<file path="src/rtl/scoreboard.sv">
// Register scoreboard for the issue stage: tracks in-flight writes per register and
// raises RAW/WAW stalls from per-register forwarding countdowns.
module scoreboard #(
  parameter int NREGS = 32,
  parameter int CNTW  = 3
) (
  input  logic             clock,
  input  logic             reset,
  input  logic             issue_valid,
  input  logic [4:0]       issue_rs,
  input  logic [4:0]       issue_rt,
  input  logic             issue_use_rs,
  input  logic             issue_use_rt,
  input  logic             issue_wr,
  input  logic [4:0]       issue_rd,
  input  logic [CNTW-1:0]  issue_lat,
  input  logic             wb_valid,
  input  logic [4:0]       wb_rd,
  input  logic             flush,
  output logic             stall,
  output logic             accept,
  output logic [NREGS-1:0] busy,
  output logic [5:0]       pending_count
);

  logic [NREGS-1:0] r_busy;
  logic [CNTW-1:0]  r_cnt [NREGS];
  logic [5:0]       r_pending;

  logic [NREGS-1:0] w_busy_nxt;
  logic [CNTW-1:0]  w_cnt_nxt [NREGS];
  logic [5:0]       w_pop;
  logic             w_raw;
  logic             w_waw;

  // Register 0 never gets set, so its counter and busy bit read as zero.
  always_comb begin
    w_raw = issue_valid &&
            ((issue_use_rs && (issue_rs != 5'd0) && (r_cnt[issue_rs] != '0)) ||
             (issue_use_rt && (issue_rt != 5'd0) && (r_cnt[issue_rt] != '0)));
    w_waw = issue_valid && issue_wr && (issue_rd != 5'd0) &&
            r_busy[issue_rd] && (r_cnt[issue_rd] > issue_lat);
    stall  = (w_raw || w_waw) && !flush;
    accept = issue_valid && !stall && !flush;
  end

  always_comb begin
    w_busy_nxt = r_busy;
    w_pop      = '0;
    for (int r = 0; r < NREGS; r++) begin
      w_cnt_nxt[r] = (r_cnt[r] != '0) ? (r_cnt[r] - 1'b1) : '0;
      if (flush) begin
        w_busy_nxt[r] = 1'b0;
        w_cnt_nxt[r]  = '0;
      end else if (accept && issue_wr && (issue_rd == 5'(r))) begin
        w_busy_nxt[r] = 1'b1;
        w_cnt_nxt[r]  = issue_lat;
      end else if (wb_valid && (wb_rd == 5'(r))) begin
        w_busy_nxt[r] = 1'b0;
        w_cnt_nxt[r]  = '0;
      end
      if (r == 0) begin
        w_busy_nxt[r] = 1'b0;
        w_cnt_nxt[r]  = '0;
      end
      w_pop = w_pop + 6'(w_busy_nxt[r]);
    end
  end

  always_ff @(posedge clock or negedge reset) begin
    if (!reset) begin
      r_busy    <= '0;
      r_cnt     <= '{default: '0};
      r_pending <= '0;
    end else begin
      r_busy    <= w_busy_nxt;
      r_cnt     <= w_cnt_nxt;
      r_pending <= w_pop;
    end
  end

  assign busy          = r_busy;
  assign pending_count = r_pending;

endmodule

</file>
<file path="config.mk">
export PLATFORM = sky130hd
export DESIGN_NAME = scoreboard
export DESIGN_NICKNAME = d
export VERILOG_FILES = /design/src/rtl/scoreboard.sv
export SDC_FILE = /design/constraint.sdc
export NUM_CORES = 1
export LEC_CHECK = 0
export ABC_AREA = 1
export CORE_MARGIN = 2
export CORE_UTILIZATION = 49
export CTS_CLUSTER_SIZE = 20
export DETAILED_ROUTE_END_ITERATION = 6
export PLACE_DENSITY = 0.68
export RECOVER_POWER = 50
export SLEW_MARGIN = 25
export SYNTH_ARGS = -nofsm -noshare
export SYNTH_HDL_FRONTEND = slang
export SYNTH_SLANG_ARGS = --single-unit
</file>
<file path="constraint.sdc">
create_clock -name clock -period 9.9 [get_ports clock]
set_clock_uncertainty 0.2 [all_clocks]
set_input_delay 1.98 -clock clock [delete_from_list [all_inputs] [get_ports clock]]
set_output_delay 1.98 -clock clock [all_outputs]
set_load 0.02 [all_outputs]
</file>
==> results_dict.tcl <==
set metrics [dict create \
    drt_iter0_markers 1586 \
    cts_root_buf "clkbuf_16" \
    ant_nets 0 \
    synthSimpleGateAreaFrac_pct 37.4 \
    slowest_delay_ns 0.63 \
    drive_gt1_share_pct 6.15 \
    cts_tree "yes" \
    grt_util_all_layers_pct 36.8 \
    ir_worst_vdd_uv 94.2 \
    slew_headroom_pct -153 \
    layout_common_cells "nand2_1 (569), nor2_1 (230), inv_1 (181), nand3_1 (143), dfrtp_1 (130)" \
    antenna_found_initial 0 \
    worst_path_most_repeated_cell "fa_1" \
    synth.mux.area_fraction_pct 0 \
    die_x_um 153 \
    fin_tns_setup_ns 0 \
    crit_buf_inv 9 \
    die_y_um 153 \
    initial_core_util_pct 49.7 \
    ys_ff_latch 130 \
    placed_cells 1990 \
    power_w 0.00134 \
    setup_viol 0 \
    crit-reg2reg-launch "r_cnt[17]$_DFF_PN0_" \
    drv_slew 133 \
    wl_per_cell_um 21.0 \
    grt-ovfl-total 0 \
    power_frac_seq_pct 40.0 \
    fin_area_um2 12500 \
    dp_slack_ns 0.0556 \
    p_comb_share_pct 12.8 \
    cts_hold_buf 0 \
    ys_warn_count 0 \
    grt_max_degree 76 \
    cp_slowest_cell "clkdlybuf4s50_1" \
    internal_power_w 0.000929 \
    cp.required_ns 10.07 \
    dp_hpwl_um 32000 \
    cts.reportedPaths.clkPinSlew_ns 0.07 \
    pwr-share-clk_pct 47.1 \
    worst-path-max-fanout 19 \
    rsz0062_at_grt "no" \
    synthAdderAreaFrac_pct 12.6 \
    switchingPower_w 0.000410 \
    startpoint "issue_rd[0]" \
    syn_area_um2 10800 \
    grt_pass1_vias 11000 \
    cellPowerDensity_nw_per_um2 107 \
    fmax_ghz 0.106 \
    synth_compound_area_share_pct 9.70 \
    insertion_delay_ns 0.44 \
    core_um2 21800 \
    cts_buffers 17 \
    worstSetupPathType "input port to flip-flop" \
    syn_inst 1659 \
    cpLargestDelayFamily "adder cells" \
    place.gp.congestion 1.04 \
    failed_checks "DRC, capacitance limit, slew limit" \
    postCtsSetupBuffers 0 \
    hp-start "busy[7]$_DFF_PN0_" \
    critPathArrivalTime_ns 9.63 \
    ys_seq_area_share_pct 30.1 \
    ios 71 \
    syn2layout_area_growth_pct 15.5 \
    finalCriticalPeriod_ns 9.46 \
    final_hold_viol_count 0 \
    num-nets-final 1855 \
    synth_xor_area_share_pct 0.243 \
    grt_pass1_wl_um 65500 \
    layout_setup_ws_ns 0.435 \
    clk_path_buf_depth 2 \
    cts_resized 0 \
    start_kind "input port" \
    worst_slew_pin_slew_ns 3.79 \
    clock-sinks 130 \
    drcViolationCount 4 \
    ys_types 39 \
    p_sw_share_pct 30.6 \
    outcome "finished, violations left" \
    vias 11800 \
    wirelength_um 42500 \
    p_leak_nw 6.52 \
    endpoint_kind "flip-flop" \
    firstDrtPassIters 7 \
    placed_cell_area_um2 11900 \
    drv_cap 2 \
    viasPerCell 5.82 \
    synth_top_family_by_area "simple AND/OR/NAND/NOR gates" \
    portBuffers 69 \
    cts-htree-levels 4 \
    fin_crit_sh_pct 95.6 \
    fp.dieArea_um2 23300 \
    syn_area_per_cell_um2 6.52 \
    syn_nets 1785 \
    row_count 54 \
    hp-class "flip-flop to flip-flop" \
    stdcell_count 2021 \
    final_common_cell "nand2_1" \
    antennaDiodeCount 0 \
]
worst reg2reg max path, delay by kind of cell (launching register included):
family,cells,cell delay [ns]
AO/OA/AOI/OAI,8,1.05
buffers and inverters,6,0.71
flip-flops,1,0.38
AND/OR/NAND/NOR,7,0.84
adder cells (fa/ha/maj),9,4.14
XOR/XNOR,1,0.13
final cells by class:
type | count | area, µm²
timing repair buffer | 123 | 1140
multi-input combinational | 1268 | 6480
clock buffer | 18 | 429
inverter | 189 | 709
sequential | 130 | 3250
clock inverter | 13 | 124
tap | 280 | 350
fill | 2144 | 9270
power by group through the flow:
stage | Combinational, W | Sequential, W | Clock [W]
after floorplan | 0.0000911 | 0.000547 | 0
after global placement | 0.000167 | 0.000546 | 0
after detailed placement | 0.000167 | 0.000546 | 0
after CTS | 0.000168 | 0.000536 | 0.000627
after global routing | 0.000185 | 0.000536 | 0.000652
final | 0.000171 | 0.000536 | 0.000631
synth_stat cells (all sizes together):
cell type,instances,share of area (%)
buf,30,1.9
o2111ai,1,0.081
xnor2,1,0.081
a31oi,2,0.12
clkbuf,42,1.5
o21ai,57,2.6
o221ai,6,0.49
inv,189,6.6
a41oi,2,0.16
nand3,143,6.6
a221oi,1,0.081
xor2,2,0.16
nand2,572,20
ha,72,8.3
conb,1,0.035
a22oi,20,1.4
dfrtp,130,30
nor3,2,0.093
a22o,1,0.081
o21a,1,0.069
o22ai,30,1.7
o211ai,2,0.14
a221o,1,0.093
nand4,38,2.3
nor2,237,8.5
o41ai,1,0.081
fa,23,4.3
a21oi,52,2.5
cells by family (layout without fill, tap and decap cells):
logic type,after synthesis,in the layout
adder cells (fa/ha/maj),95,95
AO/OA/AOI/OAI,177,177
AND/OR/NAND/NOR,992,992
flip-flops,130,130
XOR/XNOR,3,3
buffers and inverters,261,343
other,1,1
registers in the layout, indices dropped and copies added, names as in the netlist:
| register | count |
|---|---|
| busy | 31 |
| pending_count | 6 |
| r_cnt | 93 |
stage by stage:
step	hold WS, ns	util [%]
6_report	0.399	57.4
5_1_grt	0.424	57.4
4_1_cts	0.402	57.4
3_5_place_dp	0.389	54.9
3_3_place_gp	0.386	54.9
2_1_floorplan	0.388	-
per-layer routing:
| metal | vias to the layer above | global-route usage, % | part of all wire, % |
|---|---|---|---|
| li1 | 5387 | - | - |
| met1 | 5494 | 54.2 | 42 |
| met2 | 760 | 53.2 | 42 |
| met3 | 112 | 8.16 | 12 |
| met4 | 0 | 13.2 | 3.5 |
| met5 | - | 0 | 0 |
final timing paths:
path / endpoint / slack [ns] / cells past startpoint
worst max-delay path: pending_count[4]$_DFF_PN0_ / 0.44 / 33
worst min-delay path: busy[7]$_DFF_PN0_ / 0.40 / 2
worst max register to register: pending_count[4]$_DFF_PN0_ / 2.38 / 31
worst min register to register: busy[7]$_DFF_PN0_ / 0.40 / 2
max in group asynchronous: r_cnt[12]$_DFF_PN0_ / 1.89 / 2
min in group asynchronous: r_cnt[85]$_DFF_PN0_ / 2.62 / 1
Note: power is estimated with default switching activity, not from simulation.
